==> src/rtl/vga_mode_ctrl.sv <==
// Pattern-select control for the VGA generator: debounced NEXT/PREV buttons
// and optional auto-cycling, with selection changes applied at vsync start.
module vga_mode_ctrl #(
    parameter int DEBOUNCE_CYCLES = 500000,
    parameter int AUTO_FRAMES     = 120,
    parameter int KEY_ACTIVE_LOW  = 1
) (
    input  logic       clk,
    input  logic       rst,
    input  logic [1:0] key_raw,
    input  logic       vsync,
    input  logic       auto_en,
    output logic [1:0] mode,
    output logic [1:0] pending_mode,
    output logic       mode_changed,
    output logic [1:0] key_pressed
);

    localparam int DB_W = $clog2(DEBOUNCE_CYCLES);
    localparam int FR_W = $clog2(AUTO_FRAMES + 1);
    localparam logic [DB_W-1:0] DB_LAST  = DB_W'(DEBOUNCE_CYCLES - 1);
    localparam logic [FR_W-1:0] FR_LAST  = FR_W'(AUTO_FRAMES - 1);
    localparam logic [1:0]      KEY_IDLE = (KEY_ACTIVE_LOW != 0) ? 2'b11 : 2'b00;

    logic [1:0]      key_s1, key_s2;
    logic            vs_s1, vs_s2, vs_s3;
    logic [1:0]      stable, stable_d;
    logic [DB_W-1:0] db_cnt [2];
    logic [FR_W-1:0] frame_cnt;

    logic [1:0]      key_lvl;
    logic            frame_tick;
    logic            key_event;
    logic            auto_step;
    logic [1:0]      pending_next;
    logic [FR_W-1:0] frame_cnt_next;

    // Normalised so that 1 always means "pressed", independent of board polarity.
    assign key_lvl    = key_s2 ^ KEY_IDLE;
    assign frame_tick = vs_s3 & ~vs_s2;
    assign key_event  = |key_pressed;
    assign auto_step  = auto_en && frame_tick && (frame_cnt == FR_LAST) && !key_event;

    always_comb begin
        // NOTE: every output of this block gets a default first, so no path
        // leaves a variable unassigned and no latch is inferred.
        pending_next   = pending_mode;
        frame_cnt_next = frame_cnt;

        unique case (key_pressed)
            2'b01:   pending_next = pending_mode + 2'd1;
            2'b10:   pending_next = pending_mode - 2'd1;
            2'b11:   pending_next = pending_mode;
            default: if (auto_step) pending_next = pending_mode + 2'd1;
        endcase

        if (!auto_en || key_event) begin
            frame_cnt_next = '0;
        end else if (frame_tick) begin
            frame_cnt_next = (frame_cnt == FR_LAST) ? '0 : frame_cnt + 1'b1;
        end
    end

    // NOTE: all state below uses non-blocking assignments so every register
    // samples the pre-edge values of the others, matching the hardware.
    always_ff @(posedge clk) begin
        if (rst) begin
            key_s1       <= KEY_IDLE;
            key_s2       <= KEY_IDLE;
            vs_s1        <= 1'b1;
            vs_s2        <= 1'b1;
            vs_s3        <= 1'b1;
            stable       <= '0;
            stable_d     <= '0;
            db_cnt[0]    <= '0;
            db_cnt[1]    <= '0;
            frame_cnt    <= '0;
            mode         <= '0;
            pending_mode <= '0;
            mode_changed <= 1'b0;
            key_pressed  <= '0;
        end else begin
            key_s1 <= key_raw;
            key_s2 <= key_s1;
            vs_s1  <= vsync;
            vs_s2  <= vs_s1;
            vs_s3  <= vs_s2;

            for (int i = 0; i < 2; i++) begin
                if (key_lvl[i] != stable[i]) begin
                    if (db_cnt[i] == DB_LAST) begin
                        stable[i] <= ~stable[i];
                        db_cnt[i] <= '0;
                    end else begin
                        db_cnt[i] <= db_cnt[i] + 1'b1;
                    end
                end else begin
                    db_cnt[i] <= '0;
                end
            end

            stable_d     <= stable;
            key_pressed  <= stable & ~stable_d;
            pending_mode <= pending_next;
            frame_cnt    <= frame_cnt_next;

            // Apply uses the pre-update pending value, so a same-cycle key
            // event lands on the following frame.
            if (frame_tick && (pending_mode != mode)) begin
                mode         <= pending_mode;
                mode_changed <= 1'b1;
            end else begin
                mode_changed <= 1'b0;
            end
        end
    end

endmodule
==> config.mk <==
export PLATFORM = sky130hd
export DESIGN_NAME = vga_mode_ctrl
export DESIGN_NICKNAME = d
export VERILOG_FILES = /design/src/rtl/vga_mode_ctrl.sv
export SDC_FILE = /design/constraint.sdc
export NUM_CORES = 1
export LEC_CHECK = 0
export BUFFER_PORTS_ARGS = -buffer_cell sky130_fd_sc_hd__buf_2
export CORE_MARGIN = 2
export CORE_UTILIZATION = 50
export CTS_CLUSTER_DIAMETER = 50
export CTS_CLUSTER_SIZE = 16
export DETAILED_ROUTE_END_ITERATION = 16
export PLACE_DENSITY = 0.69
export SYNTH_ARGS = -nofsm -noshare
export SYNTH_HDL_FRONTEND = slang
export SYNTH_SLANG_ARGS = --single-unit
==> constraint.sdc <==
create_clock -name clk -period 1.9 [get_ports clk]
set_input_delay 0.19 -clock clk [delete_from_list [all_inputs] [get_ports clk]]
set_output_delay 0.19 -clock clk [all_outputs]
set_load 0.005 [all_outputs]
==> results of run 1 <==
metrics by stage:
stage / utilization / instances / hold slack, ns / worst slack (ns) / setup TNS [ns]
after global placement: 0.6092 / 447 / 0.3728 / 0.01645 / 0
after CTS: 0.6424 / 465 / 0.01682 / -0.02125 / -0.1582
after floorplan: - / 334 / 0.2938 / -0.03870 / -0.3763
after global routing: 0.6468 / 465 / 0.02422 / -0.08797 / -1.214
after detailed placement: 0.6092 / 447 / 0.3741 / -0.06531 / -0.8708
final: 0.6468 / 465 / 0.03187 / -0.02632 / -0.2432
kinds of logic (layout without fill, tap and decap cells):
family,after synthesis,count (layout),synth area share
xor+xnor,38,38,0.1064
simple gates,150,150,0.2688
buf+inv,16,72,0.02960
fa+ha+maj,3,3,0.01200
compound gates,22,22,0.04360
mux,4,4,0.01360
flops,63,63,0.5248
other cells,1,38,0.001199
cell type report:
type	count	area share
well taps	75	0.02422
clock inverters	6	0.008718
inverters	9	0.008718
clock buffers	10	0.03552
repair buffers	47	0.08847
multi-input cells	255	0.4107
flip-flops and latches	63	0.4236
synthesized netlist by cell type, drive strengths merged, types with 2 or more instances:
cell and number:
or4 3, nor4 11, xnor2 26, nand4 12
edfxtp 38, ha 3, xor2 12, nor2 50
buf 4, mux2 2, and3 2, and4 2
a21o 3, or3 3, a21oi 10, and4b 2
or2 7, inv 9, nor2b 7, o21ai 4
clkbuf 3, nor3 5, nand2b 2, nand3 16
or4b 4, nand2 19, dfxtp 25, and2 2
mux2i 2
critical path, delay by kind of cell (launching register included):
| kind | cells | cell delay, ns |
|---|---|---|
| AOI/OAI and AO/OA | 2 | 0.26 |
| buffers and inverters | 1 | 0.16 |
| DFF | 1 | 0.42 |
| and+or+nand+nor | 2 | 0.84 |
worst min path at each step:
stage / slack, ns / startpoint / to / cells after the start
4_1_cts: 0.02 / vsync / vs_s1 / 2
6_report: 0.03 / vsync / vs_s1 / 2
3_5_place_dp: 0.37 / vsync / vs_s1 / 2
3_3_place_gp: 0.37 / stable_d[1] / key_pressed[1] / 1
2_1_floorplan: 0.29 / key_raw[0] / key_s1[0] / 1
5_1_grt: 0.02 / key_raw[1] / key_s1[1] / 2
flip-flops by register name, indices dropped and copies added, names as in the netlist:
name,cells
mode_changed,1
pending_mode,2
db_cnt,38
stable,2
frame_cnt,7
mode,2
key_pressed,2
key_s1,2
vs_s1,1
vs_s3,1
stable_d,2
key_s2,2
vs_s2,1
per-layer routing:
metal / up-vias / share of wire / global-route usage
met5: - / 0 / 0
met4: 0 / 0.011 / 0.05961
met3: 8 / 0.033 / 0.05964
met2: 22 / 0.49 / 0.2896
met1: 1098 / 0.47 / 0.2276
li1: 1197 / - / -
where the power goes:
group          total (µW)  internal [µW]  switching (µW)
sequential           1520           1490            33.5
clock                1020            501             522
combinational         157           72.9            84.3
timing repair:
| item | in CTS | in global routing |
|---|---|---|
| endpoints found under the hold margin | 0 | 0 |
| setup endpoints to repair | 17 | 32 |
| buffers inserted | 2 | 0 |
| pin swaps | 2 | 5 |
| gates resized for setup | 2 | 6 |
==> impl_metrics.csv, run 1 <==
group,metric,value,unit
worst_setup_path,r2r_start,"db_cnt[0][11]",
logic_synthesis,syn-cell-area,3128,µm²
sta,drv_slew,0,
sta,slew_headroom,0.6675,
worst_setup_path,critPathKind,"reg2reg",
final_layout,drive_gt1_frac,0.2205,
logic_synthesis,synth_area_leaders,"edfxtp_1 (36%), dfxtp_1 (16%), xnor2_1 (7.3%)",
cts,htree_levels,3,
sta,period_share,1.014,
pwr,power_density,697.3,nW/µm²
die,die_w,83.10,µm
logic_synthesis,ys_ff_latch,63,
worst_setup_path,critPathRequiredTime,1.98,ns
logic_synthesis,avgSynthCellArea,10.53,µm²
final_layout,diodes,0,
die,start_util,0.5221,
global_route,grt_first_pass_wirelength,9991,µm
global_route,grt_pass1_vias,2263,
placement,dpl_cell_area,3650,µm²
logic_synthesis,synth_top_area_frac,0.3648,
final_layout,syn_to_final_growth,23.88,%
sta,hold_violations,0,
die,coreArea,5991,µm²
pwr,leakage,0.001451,µW
cts,clockRootBuffer,"clkbuf_8",
die,dieArea,6905,µm²
global_route,overflow,0,
placement,io_buffers,12,
logic_synthesis,synth_edf_count,38,
sta,worst_slew_pin_slew,0.4977,ns
detailed_routing,drt-initial-drc-count,148,
placement,dp.final_hpwl,4073,µm
final_layout,layout_commonest_cell,"nor2_1",
global_route,grt_max_degree,17,
sta,layout_setup_ws,-0.02632,ns
die,top_level_ports,13,
detailed_routing,postRouteAntennaNets,0,
die,rows,28,
sta,finalSetupViolations,16,
cts,tritoncts,"built",
worst_setup_path,crit_path_max_incr_delay,0.55,ns
logic_synthesis,synth_cell_types,47,
worst_setup_path,regToRegEndpoint,"db_cnt[0][12]",
detailed_routing,vias,2325,
sta,rsz0062_at_grt,"true",
job,cap_violations,0,
worst_hold_path,hp-class,"in2reg",
final_layout,multiInputGateArea,1592,µm²
global_route,antenna_found_initial,0,
worst_setup_path,cp.arrival,2.01,ns
detailed_routing,drt_pre_antenna_iters,4,
final_layout,nNetsFinal,394,
logic_synthesis,synth_ff_type,"edfxtp_1",
worst_setup_path,cp-end-kind,"flip-flop",
final_layout,final_cell_mix,"nor2_1 (49), edfxtp_1 (38), conb_1 (38), buf_4 (32), xnor2_1 (26)",
cts,cts_buffers,9,
pwr,peakVddDrop,411.1,µV
detailed_routing,drt-total-wl,5718,µm
die,die_y,83.10,µm
logic_synthesis,syn_inst,297,
cts,clockBufferDepth,2,
cts,clock_latency,0.34,ns
status,violations,"setup timing",
worst_setup_path,cp-startpoint,"db_cnt[0][11]",
worst_setup_path,cp_slowest_cell,"or4b_4",
worst_setup_path,crit_path_end,"db_cnt[0][12]",
final_layout,fin_area,3875,µm²
final_layout,fillers,508,
logic_synthesis,yosysSeqAreaShare,0.5248,
worst_setup_path,crit_fanout,16,
worst_setup_path,r2r_slack,-0.03,ns
cts,path_clk_slew,0.07,ns
worst_setup_path,rr_worst_depth,5,
status,status,"complete, but fails checks",
logic_synthesis,yosys_warnings,0,
logic_synthesis,async_reset_ff_frac,0,
worst_setup_path,startpoint_type,"flip-flop",
worst_setup_path,path_cells,"or4b_4 -> nor4_4 -> a21o_1 -> buf_12 -> a21oi_1",
sta,period_needed,1.926,ns
sta,fmax,0.5191,GHz
detailed_routing,viasPerCell,5.000,
cts,cts_hold_buf,0,
detailed_routing,wl_per_cell,12.30,µm
pwr,finalPower,2702,µW
final_layout,regArea,1642,µm²
placement,gp_congestion,0.8011,
global_route,gr-usage-all-layers,0.1795,
detailed_routing,drc,0,
logic_synthesis,synth_largest_area_cell,"edfxtp_1",
sta,clock-skew-final,0.006913,ns
cts,cts_sinks,63,
(Power assumes the default switching activity.)
==> run 2: changes to the inputs <==
--- a/config.mk
+++ b/config.mk
@@ -12,6 +12,7 @@
 export CTS_CLUSTER_SIZE = 16
 export DETAILED_ROUTE_END_ITERATION = 16
 export PLACE_DENSITY = 0.69
+export SETUP_SLACK_MARGIN = 0.4
 export SYNTH_ARGS = -nofsm -noshare
 export SYNTH_HDL_FRONTEND = slang
 export SYNTH_SLANG_ARGS = --single-unit
==> impl_metrics.csv, run 2 (synthesized netlist as in run 1, its figures left out) <==
group,metric,value,unit
status,status,"complete, but fails checks",
status,violations,"setup timing",
worst_setup_path,critPathRequiredTime,1.99,ns
pwr,power_density,685.9,nW/µm²
sta,clock-skew-final,0.008463,ns
cts,cts_hold_buf,0,
worst_setup_path,r2r_slack,-0.02,ns
die,rows,28,
job,cap_violations,0,
cts,htree_levels,3,
cts,cts_sinks,63,
die,die_w,83.10,µm
pwr,leakage,0.001493,µW
sta,rsz0062_at_grt,"true",
sta,layout_setup_ws,-0.01926,ns
sta,fmax,0.5210,GHz
final_layout,regMostFlops,"db_cnt",
global_route,antenna_found_initial,0,
global_route,gr-usage-all-layers,0.1806,
worst_setup_path,cp_slowest_cell,"or4b_4",
global_route,grt-busiest-layer,"met2",
placement,dpl_cell_area,3626,µm²
cts,cts_buffers,9,
final_layout,nNetsFinal,399,
global_route,grt_use_met2,0.2955,
worst_setup_path,crit_fanout,18,
sta,period_share,1.010,
sta,slew_headroom,0.6497,
sta,period_needed,1.919,ns
placement,dp.final_hpwl,4134,µm
global_route,grt_pass1_vias,2253,
pwr,peakVddDrop,436.7,µV
final_layout,drive_gt1_frac,0.2716,
cts,path_clk_slew,0.07,ns
worst_setup_path,cp-end-kind,"flip-flop",
worst_setup_path,critPathKind,"reg2reg",
worst_setup_path,cp.arrival,2.01,ns
sta,worst_slew_pin_slew,0.5244,ns
detailed_routing,drc,0,
die,top_level_ports,13,
final_layout,fin_area,4019,µm²
worst_setup_path,rr_worst_depth,6,
final_layout,syn_to_final_growth,28.48,%
final_layout,reg_top3,"db_cnt (38), frame_cnt (7)",
detailed_routing,wl_per_cell,12.70,µm
worst_setup_path,path_cells,"ha_4 -> nand3_4 -> or4b_4 -> o21ai_4 -> buf_12 -> nor2_1",
global_route,overflow,0,
cts,tritoncts,"built",
worst_setup_path,crit_path_max_incr_delay,0.54,ns
detailed_routing,drt-initial-drc-count,98,
placement,gp_congestion,0.8008,
detailed_routing,viasPerCell,5.081,
global_route,grt_util_met3,0.05467,
cts,clock_latency,0.34,ns
final_layout,fillers,475,
worst_hold_path,hp-class,"in2reg",
sta,finalSetupViolations,21,
final_layout,final_cell_mix,"nor2_1 (41), edfxtp_1 (38), conb_1 (38), buf_4 (38), xnor2_1 (26)",
detailed_routing,drt_pre_antenna_iters,4,
placement,io_buffers,12,
worst_hold_path,min_path_cells,2,
die,die_y,83.10,µm
sta,drv_slew,0,
final_layout,layout_commonest_cell,"nor2_1",
global_route,grt_max_degree,19,
global_route,grt_first_pass_wirelength,10120,µm
cts,clockBufferDepth,2,
global_route,grt_util_met1,0.2265,
detailed_routing,drt-total-wl,5955,µm
cts,clockRootBuffer,"clkbuf_8",
die,coreArea,5991,µm²
detailed_routing,vias,2383,
detailed_routing,postRouteAntennaNets,0,
final_layout,diodes,0,
sta,hold_violations,0,
final_layout,utilization,0.6708,
die,dieArea,6905,µm²
die,start_util,0.5221,
final_layout,largest_reg_flops,38,
worst_setup_path,startpoint_type,"flip-flop",
run 2: cell types whose count changed in the layout (fill, tap and decap cells not counted), moves of 3 or more:
cell and delta:
buf_4 +6, nor2_1 -8, nor2_4 +8, a21oi_1 -3
a21oi_2 +3
run 2: cell type report:
class	instances	area (µm²)	area share
multi-input combinational	255	1688	0.4200
clock inverter	3	16.27	0.004047
clock buffer	12	166.4	0.04141
tap	75	93.84	0.02335
sequential	63	1644	0.4091
inverter	9	33.78	0.008406
timing repair buffer	52	376.6	0.09371
run 2: metal layers:
metal	vias up	wire length, µm
li1	1207	-
met1	1137	2660
met2	29	3022
met3	10	183
met4	0	89
met5	-	0
run 2: final timing paths:
path	start	endpoint
min reg2reg	stable_d[1]	key_pressed[1]
max	db_cnt[1][1]	db_cnt[1][0]
min	vsync	vs_s1
max reg2reg	db_cnt[1][1]	db_cnt[1][0]
run 2: power by group:
group          internal, µW  switching, µW  total [µW]
Combinational          77.7           93.9         172
Sequential             1490           34.1        1520
Clock                   577            484        1060
run 2: metrics by stage:
stage          hold slack (ns)  setup TNS (ns)  power (µW)  worst slack (ns)  std cells
2_1_floorplan           0.2938         -0.4602        1647          -0.03870        334
3_3_place_gp            0.3707               0        1696           0.04639        442
3_5_place_dp            0.3719         -0.2057        1701          -0.03054        442
4_1_cts                0.01158         -0.4043        2784          -0.03470        462
5_1_grt                0.02303          -2.193        2867          -0.08435        469
6_report               0.03208         -0.1822        2757          -0.01926        469
run 2: repair_timing:
action	CTS	global route
endpoints found under the setup margin	40	39
pin swaps	6	8
setup buffers	5	7
hold endpoints to repair	0	0
gates resized for setup	20	11
run 2: critical path: cells and delay by family, from the launching register on:
kind / cells / cell delay, ns
and+or+nand+nor: 3 / 0.68
DFF: 1 / 0.42
buffers and inverters: 1 / 0.20
AOI/OAI and AO/OA: 1 / 0.18
adders and majority gates: 1 / 0.17
==> run 3: changes to the inputs <==
--- a/config.mk
+++ b/config.mk
@@ -12,6 +12,7 @@
 export CTS_CLUSTER_SIZE = 16
 export DETAILED_ROUTE_END_ITERATION = 16
 export PLACE_DENSITY = 0.69
+export RECOVER_POWER = 25
 export SETUP_SLACK_MARGIN = 0.4
 export SYNTH_ARGS = -nofsm -noshare
 export SYNTH_HDL_FRONTEND = slang
==> impl_metrics.csv, run 3 (synthesized netlist as in run 1, its figures left out) <==
group,metric,value,unit
detailed_routing,drt-total-wl,5956,µm
detailed_routing,drt-initial-drc-count,96,
global_route,overflow,0,
sta,finalSetupViolations,21,
pwr,p_clk_frac,0.385,
die,start_util,0.5221,
pwr,power_density,686.5,nW/µm²
die,die_y,83.10,µm
placement,io_buffers,12,
die,top_level_ports,13,
worst_setup_path,critPathKind,"reg2reg",
placement,dp.final_hpwl,4134,µm
detailed_routing,postRouteAntennaNets,0,
pwr,switching_share,0.2223,
final_layout,regMostFlops,"db_cnt",
worst_setup_path,cp-end-kind,"flip-flop",
sta,fmax,0.5210,GHz
pwr,peakVddDrop,436.7,µV
final_layout,diodes,0,
sta,period_needed,1.919,ns
pwr,leakage,0.001487,µW
worst_setup_path,startpoint_type,"flip-flop",
final_layout,drive_gt1_frac,0.2665,
die,coreArea,5991,µm²
sta,holdWs,0.03206,ns
status,violations,"setup timing",
worst_setup_path,cp.arrival,2.01,ns
sta,clock-skew-final,0.008518,ns
worst_setup_path,crit_path_max_incr_delay,0.54,ns
sta,worst_slew_pin_slew,0.6367,ns
worst_setup_path,critPathRequiredTime,1.99,ns
placement,gp_congestion,0.8008,
global_route,antenna_found_initial,0,
sta,layout_setup_ws,-0.01926,ns
cts,cts_buffers,9,
cts,htree_levels,3,
sta,slew_headroom,0.5755,
worst_setup_path,path_cells,"ha_4 -> nand3_4 -> or4b_4 -> o21ai_4 -> buf_12 -> nor2_1",
sta,rsz0062_at_grt,"true",
sta,hold_violations,0,
sta,fin_tns_setup,-0.1816,ns
status,status,"complete, but fails checks",
job,cap_violations,0,
die,rows,28,
sta,drv_slew,0,
worst_setup_path,cp-startpoint,"db_cnt[1][1]",
detailed_routing,wl_per_cell,12.70,µm
detailed_routing,drc,0,
detailed_routing,viasPerCell,5.085,
final_layout,fillers,477,
final_layout,reg_top3,"db_cnt (38), frame_cnt (7)",
global_route,grt_max_degree,19,
cts,tritoncts,"built",
worst_setup_path,crit_family,"simple AND/OR/NAND/NOR gates",
cts,clock_latency,0.34,ns
worst_hold_path,worstHoldStart,"vsync",
die,die_w,83.10,µm
cts,clockRootBuffer,"clkbuf_8",
die,dieArea,6905,µm²
final_layout,nNetsFinal,399,
cts,path_clk_slew,0.07,ns
worst_setup_path,r2r_start,"db_cnt[1][1]",
global_route,grt_pass1_vias,2253,
final_layout,syn_to_final_growth,28.32,%
worst_setup_path,cp_slowest_cell,"or4b_4",
cts,cts_hold_buf,0,
final_layout,final_cell_mix,"nor2_1 (41), edfxtp_1 (38), conb_1 (38), buf_4 (37), xnor2_1 (26)",
detailed_routing,drt_pre_antenna_iters,4,
pwr,combPwrFrac,0.062,
sta,period_share,1.010,
cts,clockBufferDepth,2,
detailed_routing,vias,2385,
final_layout,largest_reg_flops,38,
worst_setup_path,crit_fanout,18,
pwr,power_frac_seq,0.553,
worst_hold_path,hp-class,"in2reg",
cts,cts_sinks,63,
global_route,grt_first_pass_wirelength,10120,µm
global_route,gr-usage-all-layers,0.1806,
worst_setup_path,path_buf_inv,1,
pwr,p_sw,612.4,µW
pwr,p_int,2143,µW
final_layout,layout_commonest_cell,"nor2_1",
[run 3: cell count changes in the layout (fill, tap and decap cells not counted), sizes merged]
| cell | previous run | this run |
|---|---|---|
| clkbuf | 12 | 14 |
| buf | 52 | 50 |
[run 3: final cells by class]
cell class                 instances  area (µm²)  area share
inverter                           9       33.78    0.008416
timing repair buffer              52       371.6     0.09258
clock inverter                     3       16.27    0.004052
clock buffer                      12       166.4     0.04146
multi-input combinational        255        1688      0.4205
tap                               75       93.84     0.02338
sequential                        63        1644      0.4096
[run 3: worst register-to-register path: cells and delay by family, from the launching register on]
kind                       cells  cell delay, ns
adders and majority gates      1            0.17
and+or+nand+nor                3            0.69
DFF                            1            0.42
AOI/OAI and AO/OA              1            0.19
buffers and inverters          1            0.20
[run 3: final timing paths]
check                           depth (start not counted)  slack [ns]             end
worst max-delay path                                    6       -0.02    db_cnt[1][0]
worst min-delay path                                    2        0.03           vs_s1
worst max register to register                          6       -0.02    db_cnt[1][0]
worst min register to register                          1        0.39  key_pressed[1]
[run 3: per-layer routing]
layer / global-route usage / vias to the layer above / wire (µm)
li1: - / 1206 / -
met1: 0.2265 / 1138 / 2653
met2: 0.2955 / 31 / 3026
met3: 0.05467 / 10 / 186
met4: 0.06557 / 0 / 89
met5: 0 / - / 0
[run 3: power groups by stage]
| stage | clock network, µW | logic, µW | registers, µW |
|---|---|---|---|
| floorplan | 0 | 91.1 | 1560 |
| global placement | 0 | 146 | 1550 |
| detailed placement | 0 | 148 | 1550 |
| CTS | 1100 | 162 | 1520 |
| global route | 1150 | 189 | 1530 |
| finish | 1060 | 170 | 1520 |
[run 3: stage by stage]
step                cells  utilization  power (µW)  instance area [µm²]  setup slack [ns]
floorplan             334            -        1647                 3314          -0.03870
global placement      442       0.6053        1696                 3626           0.04639
detailed placement    442       0.6053        1701                 3626          -0.03054
CTS                   462       0.6550        2784                 3924          -0.03470
global route          469       0.6700        2866                 4014          -0.08435
finish                469       0.6700        2755                 4014          -0.01926
[run 3: repair_timing]
action	4_1_cts	5_1_grt
endpoints found under the setup margin	40	39
resized for setup	20	11
setup buffers	5	7
pin swaps	6	8
hold endpoints to repair	0	0
